## config.mk

```make
export PLATFORM = sky130hd
export DESIGN_NAME = minefield_builder
export DESIGN_NICKNAME = d
export VERILOG_FILES = /design/src/rtl/minefield_pkg.sv /design/src/rtl/minefield_builder_lfsr16.sv /design/src/rtl/minefield_builder.sv
export SDC_FILE = /design/constraint.sdc
export NUM_CORES = 1
export LEC_CHECK = 0
export CAP_MARGIN = 20
export CELL_PAD_IN_SITES_DETAIL_PLACEMENT = 1
export CELL_PAD_IN_SITES_GLOBAL_PLACEMENT = 2
export CORE_MARGIN = 3
export CORE_UTILIZATION = 31
export DETAILED_ROUTE_END_ITERATION = 8
export GPL_ROUTABILITY_DRIVEN = 0
export PLACE_DENSITY = 0.85
export RECOVER_POWER = 25
export SKIP_LAST_GASP = 1
export SYNTH_ARGS = -nofsm -noshare
export SYNTH_HDL_FRONTEND = slang
export SYNTH_SLANG_ARGS = --single-unit
```

## constraint.sdc

```tcl
create_clock -name clk -period 3.51 [get_ports clk]
set_input_delay 0.351 -clock clk [delete_from_list [all_inputs] [get_ports clk]]
set_output_delay 0.351 -clock clk [all_outputs]
set_load 0.01 [all_outputs]
```

## src/rtl/minefield_pkg.sv

```systemverilog
// Shared types and constants for the minefield builder.
package minefield_pkg;

    typedef enum logic [2:0] {
        IDLE,
        CLEAR,
        PICK,
        PLACE,
        NEIGH,
        DONE
    } state_t;

    typedef logic [2:0] dir_t;

    localparam logic [15:0] DEFAULT_SEED = 16'hACE1;
    localparam logic [15:0] LFSR_TAPS = 16'hB400;
    localparam logic [31:0] MINE = '1;

    // Neighbour order: row above left to right, same row, row below.
    function automatic logic signed [1:0] dir_dx(dir_t d);
        unique case (d)
            3'd0, 3'd3, 3'd5: return -2'sd1;
            3'd1, 3'd6:       return 2'sd0;
            default:          return 2'sd1;
        endcase
    endfunction

    function automatic logic signed [1:0] dir_dy(dir_t d);
        unique case (d)
            3'd0, 3'd1, 3'd2: return -2'sd1;
            3'd3, 3'd4:       return 2'sd0;
            default:          return 2'sd1;
        endcase
    endfunction

endpackage

```

## src/rtl/minefield_builder_lfsr16.sv

```systemverilog
// 16-bit Galois LFSR (taps 16,14,13,11) with load and step enable.
module lfsr16
    import minefield_pkg::*;
(
    input  logic        clk,
    input  logic        reset,
    input  logic        load,
    input  logic        enable,
    input  logic [15:0] seed,
    output logic [15:0] value,
    output logic [15:0] next
);

    assign next = value[0] ? ((value >> 1) ^ LFSR_TAPS) : (value >> 1);

    always_ff @(posedge clk or posedge reset) begin
        if (reset) begin
            value <= DEFAULT_SEED;
        end else if (load) begin
            value <= seed;
        end else if (enable) begin
            value <= next;
        end
    end

endmodule

```

## src/rtl/minefield_builder.sv

```systemverilog
// Minefield builder: clears the board, places mines, bumps neighbour counts.
// Optional SAFE_START_EN keeps (safeX,safeY) free of mines.
module minefield_builder
    import minefield_pkg::*;
#(
    parameter int WIDTH     = 8,
    parameter int HEIGHT    = 8,
    parameter int BUS_WIDTH = 8
) (
    input  logic                                 clk,
    input  logic                                 reset,
    input  logic                                 start,
    input  logic [$clog2(WIDTH*HEIGHT+1)-1:0]    numMines,
    input  logic [15:0]                          seed,
    input  logic [$clog2(WIDTH)-1:0]             safeX,
    input  logic [$clog2(HEIGHT)-1:0]            safeY,
    output logic                                 busy,
    output logic                                 done,
    output logic [$clog2(WIDTH)-1:0]             rdX,
    output logic [$clog2(HEIGHT)-1:0]            rdY,
    input  logic [BUS_WIDTH-1:0]                 rdValue,
    output logic                                 wrEn,
    output logic [$clog2(WIDTH)-1:0]             wrX,
    output logic [$clog2(HEIGHT)-1:0]            wrY,
    output logic [BUS_WIDTH-1:0]                 wrValue
);

    localparam int XW = $clog2(WIDTH);
    localparam int YW = $clog2(HEIGHT);
    localparam int CELLS = WIDTH * HEIGHT;
    localparam int NW = $clog2(CELLS + 1);
    localparam logic [BUS_WIDTH-1:0] MINE_V = MINE[BUS_WIDTH-1:0];
    localparam logic [NW-1:0] MAX_T = NW'(CELLS - 1);

    state_t state, state_n;
    logic [XW-1:0] cx;
    logic [YW-1:0] cy;
    dir_t dir;
    logic [NW-1:0] cnt, target;

    logic accept;
    logic [15:0] seed_in, lval, lnext, csrc;
    logic [XW-1:0] px;
    logic [YW-1:0] py;
    logic x_ok, y_ok, safe_hit, is_mine;
    logic signed [1:0] dxv, dyv;
    logic signed [XW+1:0] nx;
    logic signed [YW+1:0] ny;
    logic n_ok, clear_last;

    assign accept  = (state == IDLE) && start;
    assign seed_in = (seed == 16'd0) ? DEFAULT_SEED : seed;

    lfsr16 u_lfsr (
        .clk    (clk),
        .reset  (reset),
        .load   (accept),
        .enable (state == PICK),
        .seed   (seed_in),
        .value  (lval),
        .next   (lnext)
    );

    // PICK looks at the value the LFSR is about to hold; once accepted,
    // the LFSR register itself remembers the candidate for PLACE/NEIGH.
    assign csrc = (state == PICK) ? lnext : lval;
    assign px   = csrc[XW-1:0];
    assign py   = csrc[XW+YW-1:XW];
    assign x_ok = {1'b0, px} < (XW+1)'(WIDTH);
    assign y_ok = {1'b0, py} < (YW+1)'(HEIGHT);
    assign is_mine = (rdValue == MINE_V);

`ifdef SAFE_START_EN
    assign safe_hit = (px == safeX) && (py == safeY);
    logic unused_bits;
    assign unused_bits = ^csrc[15:XW+YW];
`else
    assign safe_hit = 1'b0;
    logic unused_bits;
    assign unused_bits = ^{csrc[15:XW+YW], safeX, safeY};
`endif

    assign dxv = dir_dx(dir);
    assign dyv = dir_dy(dir);
    assign nx  = $signed({2'b00, px}) + $signed({{XW{dxv[1]}}, dxv});
    assign ny  = $signed({2'b00, py}) + $signed({{YW{dyv[1]}}, dyv});
    assign n_ok = !nx[XW+1] && (nx[XW:0] < (XW+1)'(WIDTH))
               && !ny[YW+1] && (ny[YW:0] < (YW+1)'(HEIGHT));

    assign clear_last = (cx == XW'(WIDTH - 1)) && (cy == YW'(HEIGHT - 1));

    assign busy = (state != IDLE) && (state != DONE);
    assign done = (state == DONE);

    always_comb begin
        state_n = state;
        rdX     = '0;
        rdY     = '0;
        wrEn    = 1'b0;
        wrX     = '0;
        wrY     = '0;
        wrValue = '0;
        unique case (state)
            IDLE: begin
                if (start) state_n = CLEAR;
            end
            CLEAR: begin
                wrEn = 1'b1;
                wrX  = cx;
                wrY  = cy;
                if (clear_last) state_n = (target == '0) ? DONE : PICK;
            end
            PICK: begin
                rdX = px;
                rdY = py;
                if (x_ok && y_ok && !safe_hit && !is_mine) state_n = PLACE;
            end
            PLACE: begin
                wrEn    = 1'b1;
                wrX     = px;
                wrY     = py;
                wrValue = MINE_V;
                state_n = NEIGH;
            end
            NEIGH: begin
                if (n_ok) begin
                    rdX = nx[XW-1:0];
                    rdY = ny[YW-1:0];
                    if (!is_mine) begin
                        wrEn    = 1'b1;
                        wrX     = nx[XW-1:0];
                        wrY     = ny[YW-1:0];
                        wrValue = rdValue + BUS_WIDTH'(1);
                    end
                end
                if (dir == 3'd7) begin
                    state_n = (cnt + NW'(1) == target) ? DONE : PICK;
                end
            end
            DONE: begin
                state_n = IDLE;
            end
            default: begin
                state_n = IDLE;
            end
        endcase
    end

    always_ff @(posedge clk or posedge reset) begin
        if (reset) begin
            state  <= IDLE;
            cx     <= '0;
            cy     <= '0;
            dir    <= '0;
            cnt    <= '0;
            target <= '0;
        end else begin
            state <= state_n;
            if (accept) begin
                target <= (numMines > MAX_T) ? MAX_T : numMines;
                cnt    <= '0;
                cx     <= '0;
                cy     <= '0;
            end
            if (state == CLEAR) begin
                if (cx == XW'(WIDTH - 1)) begin
                    cx <= '0;
                    cy <= (cy == YW'(HEIGHT - 1)) ? '0 : cy + YW'(1);
                end else begin
                    cx <= cx + XW'(1);
                end
            end
            if (state == PLACE) dir <= '0;
            if (state == NEIGH) begin
                dir <= dir + 3'd1;
                if (dir == 3'd7) cnt <= cnt + NW'(1);
            end
        end
    end

endmodule

```

=== Word level (Yosys, flattened, before mapping) ===
Cells that the tools add are included.

* Bits in latches: 0
* Bits in read-only memories: 0
* Output and inout bits: 23
* Bits in registers: 42
* Bits in writable memories: 0
* Memories kept: 0

* Add/subtract/negate cells: 7
* Shift operators: 0
* Muxes and demuxes: 42
* Equal/unequal tests: 21
* Reduce and logical (&&, ||, !) cells: 22
* Magnitude comparators: 3
* Multiply operators: 0
* Bitwise logic cells: 1
* Div/mod/pow operators: 0

{| class="wikitable"
|+ Operators with widths
! kind !! count
|-
| $mux W16 || 4
|-
| $mux W3 || 21
|-
| $mux W7 || 4
|-
| $eq A3 B3 Y1 const B || 8
|-
| $pmux W3 S3 || 2
|-
| $logic_not A16 Y1 || 1
|-
| $mux W8 || 2
|-
| $pmux W8 S2 || 1
|-
| $pmux W3 S5 || 1
|-
| $eq A3 B2 Y1 const B || 4
|-
| $pmux W3 S2 || 2
|-
| $add A4 B2 Y5 || 2
|-
| $add A3 B1 Y3 const B || 3
|-
| $add A8 B1 Y8 const B || 1
|-
| $eq A8 B8 Y1 const B || 1
|-
| $lt A4 B4 Y1 const B || 2
|-
| $ne A2 B2 Y1 const B || 4
|-
| $pmux W2 S2 || 2
|-
| $add A7 B1 Y7 const B || 1
|-
| $eq A7 B7 Y1 || 1
|-
| $gt A7 B6 Y1 const B || 1
|-
| $logic_not A7 Y1 || 1
|-
| $eq A3 B1 Y1 const B || 2
|-
| $logic_and A1 B1 Y1 || 6
|-
| other kinds (11) || 19
|}

=== Depth between registers and ports, before layout ===
* Depth in word-level cells: 10
* Mapped depth: 13

=== Hierarchy ===
From an unflattened synthesis, not the netlist that was laid out.

* Cell total of the unflattened synthesis: 381
* Area total of the unflattened synthesis: 3375.7 µm²

{| class="wikitable"
|+ By module, submodules not included
! module !! sequential area each (µm²) !! cells an instance !! area each (µm²) !! instances
|-
| minefield_builder || 650.6 || 290 || 2463.6 || 1
|-
| lfsr16 || 410.4 || 91 || 912.1 || 1
|}

=== Worst setup path after synthesis ===
Ideal clock, no wire load.

* Kind: register to output
* Start: register dir[0]
* End: output port wrY[0]
* Data arrival time: 2.979 ns
* Cell stages (with the launch flop): 13
* Slack: 0.180 ns
* Cell sequence: dfrtp_1 > inv_1 > ha_1 > nor2b_1 > a211oi_1 > nand2_1 > ha_1 > fa_1 > a21oi_1 > o21ai_0 > a221oi_2 > nand3_2 > o22ai_1

* Cells in the longest elaborated chain, start to end: 10
* Elaborated cells between the ends (all ways): 25
* Those cells by class: add/sub (2); order compare (2); eq/ne (6); mux (5); reduce/logical (10)

{| class="wikitable"
|+ RTL lines
! item !! RTL line !! text
|-
| start: declaration || minefield_builder.sv:38 || <nowiki>dir_t dir;</nowiki>
|-
| start signal: assignment || minefield_builder.sv:175 || <nowiki>dir <= dir + 3'd1;</nowiki>
|-
| $eq A3 B2 Y1 (tied with other cells) || minefield_pkg.sv:21, minefield_pkg.sv:29 ||
|-
| $reduce_or A3 Y1 / $reduce_or A2 Y1 (equally long branches) || minefield_pkg.sv:21 || <nowiki>unique case (d)</nowiki>
|-
| $pmux W2 S2 || minefield_pkg.sv:21 ||
|-
| $add A4 B2 Y5 || minefield_builder.sv:85 || <nowiki>assign nx = $signed({2'b00, px}) + $signed({{XW{dxv[1]}}, dxv});</nowiki>
|-
| $lt A4 B4 Y1 / $logic_not A1 Y1 (equally long branches) || minefield_builder.sv:87 || <nowiki>assign n_ok = !nx[XW+1] && (nx[XW:0] < (XW+1)'(WIDTH))</nowiki>
|-
| $logic_and A1 B1 Y1 || minefield_builder.sv:87 ||
|-
| $logic_and A1 B1 Y1 (2 in a row) || minefield_builder.sv:88 || <nowiki>&& !ny[YW+1] && (ny[YW:0] < (YW+1)'(HEIGHT));</nowiki>
|-
| $mux W3 (*) || minefield_builder.sv:126 || <nowiki>if (n_ok) begin</nowiki>
|-
| $pmux W3 S3 (*) || minefield_builder.sv:103 || <nowiki>unique case (state)</nowiki>
|-
| end: declaration || minefield_builder.sv:24 || <nowiki>output logic [$clog2(HEIGHT)-1:0] wrY,</nowiki>
|}

Mark *: on every way between the ends. The rest lies on a longest branch, timed or not.

=== Worst setup path in the final report ===
* Start: register dir[0]
* End: output port wrY[1]

The elaborated chain is that of the path after synthesis.

==> impl_metrics.toml <==
[synthesis]
yosysSeqAreaShare = 0.347
syn_nets = 413
yosysWarnings = 0
synthFlopType = "dfrtp_1"
synth_cells = 349
synthesis.area_um2 = 3060
synth_cell_types = 57
post_synth.cell_area_avg_um2 = 8.77
synth-seq-cells = 42
async_reset_ff_frac = 1.00
synth_edf_count = 0

[die]
fp.dieArea_um2 = 11100
dieWidth_um = 105
die_y_um = 105
initial_utilization = 0.325
placementRows = 35
fp.coreArea_um2 = 9420
io_pins = 63

[worst_setup_path]
cp_num_buf_inv = 4
r2r_cells = 6
crit_family = "adder cells"
r2r_start = "state[0]"
r2r_setup_slack_ps = 1250
crit_slowest_cell = "dfrtp_2"
critPathMaxStageDelay_ps = 440
cp.depth = 15
r2r_end = "cy[1]"
critical_path_class = "reg2out"
cp-end-kind = "output pin"
worstPathArrival_ps = 3280
crit_chain = "buf_6, ha_4, ha_4, a211oi_4, nand2_1, ha_2, fa_2, a21oi_2, o21ai_2, a221oi_2, buf_4, nand3_4, buf_6, o22ai_2, buf_2"
cp-startpoint = "dir[0]"
path_max_fanout = 4
crit_end = "wrY[1]"
cp.required_ps = 3160
cp-start-kind = "register"

[clocking]
insertion_delay_ps = 300
postCtsHoldBufs = 0
cts_tree = "done"
clk_transition_reported_paths_ps = 80
root_buffer = "clkbuf_8"
numCtsBuffers = 5
clkSinkCount = 42
htree_levels = 2
cts_max_path_buffers = 2

[run_status]
status = "finished, violations left"
failed_checks = "max-capacitance violations, max-slew violations, negative setup slack"

[power_and_ir_drop]
powerDensity_nw_per_um2 = 839
peakVddDrop_mv = 0.291
p_leak_nw = 1.89

[final_layout]
drive_above_1_share = 0.309
n_antenna_cell = 0
syn2layout_area_growth_pct = 37.7
mostFrequentLayoutCell = "nand2_1"
final_cell_mix = "nand2_1, buf_4, clkdlybuf4s50_1, dfrtp_1, nor2_1"
layout.nets = 507
post-route-util = 0.448

[sta]
fin_crit_ps = 3630
hold_ws_ps = 485
rsz0062_at_grt = "true"
setup_viol = 21
fin_crit_sh = 1.03
max_slew.worst_pin.slew_ps = 2350
hold_violations = 0
skew_ps = 10.6
fin_ws_ps = -123
relSlewSlack = -0.568
slew_viol_final = 43
max_clock_freq_ghz = 0.275

[grt]
antenna_found_initial = 0
grt_usage = 0.182
grt_max_degree = 43
grt_overflow = 0
grt_pass1_wl_mm = 16.3
grt_pass1_vias = 3241

[placed_design]
pre_cts_ws_ps = -451
io_buffers = 56
dp_hpwl_mm = 7.38

[detailed_routing]
post_drt_wl_per_cell_um = 17.8
first_iter_violations = 78
ant_nets = 0
totalWireLength_mm = 10.2
post_drt_via_cell_ratio = 5.14
drc_errors = 0
drtPass1Iterations = 4
vias = 2945

[flow_run]
cap_violations = 1

[min_path]
hold_class = "reg2reg"
metal layers:
layer,global-route usage,vias up,part of all wire
met5,0,-,0
met4,0.0478,0,0.013
met3,0.0318,13,0.035
met2,0.328,50,0.53
met1,0.221,1462,0.43
li1,-,1420,-
cell usage after synthesis (all sizes together) (2+ instances only):
cell,count,area (um^2)
a21o,2,15.0
a21oi,9,45.0
a221oi,2,23.8
a22o,8,70.1
a22oi,3,22.5
a31oi,4,25.0
and2,3,20.0
and3,6,38.8
buf,6,31.3
clkbuf,7,26.3
dfrtp,34,851
dfstp,8,210
fa,2,40.0
ha,22,275
inv,14,52.6
mux2,5,56.3
mux2i,8,80.1
nand2,58,223
nand2b,4,25.0
nand3,14,80.1
nand4,2,12.5
nor2,32,136
nor2b,3,18.8
nor3,5,25.0
nor4,7,50.1
o21ai,31,155
o22ai,4,38.8
o2bb2ai,4,35.0
o31ai,3,22.5
or2,3,18.8
or3,2,22.5
xnor2,13,114
xor2,9,78.8
final cells by class:
cell class | count | area (um^2)
clock buffer | 6 | 82.6
clock inverter | 2 | 12.5
fill | 1123 | 5200
inverter | 14 | 55.1
multi-input combinational | 280 | 2040
sequential | 42 | 1060
tap | 129 | 161
timing repair buffer | 100 | 797
stage by stage:
step / setup TNS, ps / instance area (um^2) / total power [mW] / std cells
final: -1750 / 4220 / 3.54 / 573
after global routing: -4720 / 4220 / 3.83 / 573
after CTS: -134 / 4150 / 3.41 / 572
after detailed placement: -8320 / 3990 / 2.94 / 556
after global placement: -5250 / 3990 / 2.84 / 556
after floorplan: 0 / 3060 / 2.07 / 349
power breakdown:
group          total [mW]  switching [mW]  internal, mW
Clock               0.329           0.171         0.158
Combinational        2.35            1.28          1.07
Sequential          0.861           0.168         0.693
kinds of logic (layout without fill, tap and decap cells):
logic type,count (synthesis),after routing,share of synthesized area
compound gates,80,80,0.183
mux,13,13,0.0445
xor+xnor,22,22,0.0629
buf+inv,27,122,0.0360
simple gates,141,141,0.224
fa+ha+maj,24,24,0.103
flops,42,42,0.347
state kept, by name (all words and copies together) (netlist names):
register / count
cnt: 7
cx: 3
cy: 3
dir: 3
state: 3
target: 7
u_lfsr.value: 16
worst min-delay path by stage:
stage	slack, ps	end	startpoint	depth (start not counted)
3_3_place_gp	460	u_lfsr.value[8]	u_lfsr.value[8]	2
4_1_cts	490	u_lfsr.value[8]	u_lfsr.value[8]	2
2_1_floorplan	450	u_lfsr.value[8]	u_lfsr.value[8]	2
5_1_grt	530	u_lfsr.value[15]	u_lfsr.value[15]	2
3_5_place_dp	470	u_lfsr.value[8]	u_lfsr.value[8]	2
6_report	480	u_lfsr.value[8]	u_lfsr.value[8]	2
repair_timing:
action                                 CTS  global route
setup endpoints to repair               21            21
setup buffers                            9             1
endpoints found under the hold margin    0             0
pin swaps                               12            14
gates resized for setup                112            22
worst register-to-register path, stage by stage, from the launching register on:
cell	delay (ps)
dfrtp_1	380
buf_4	140
buf_4	160
nor2b_1	200
nand3_1	750
nand3_1	410
nand2_1	110
No activity file was read; power rests on OpenSTA's default activity.
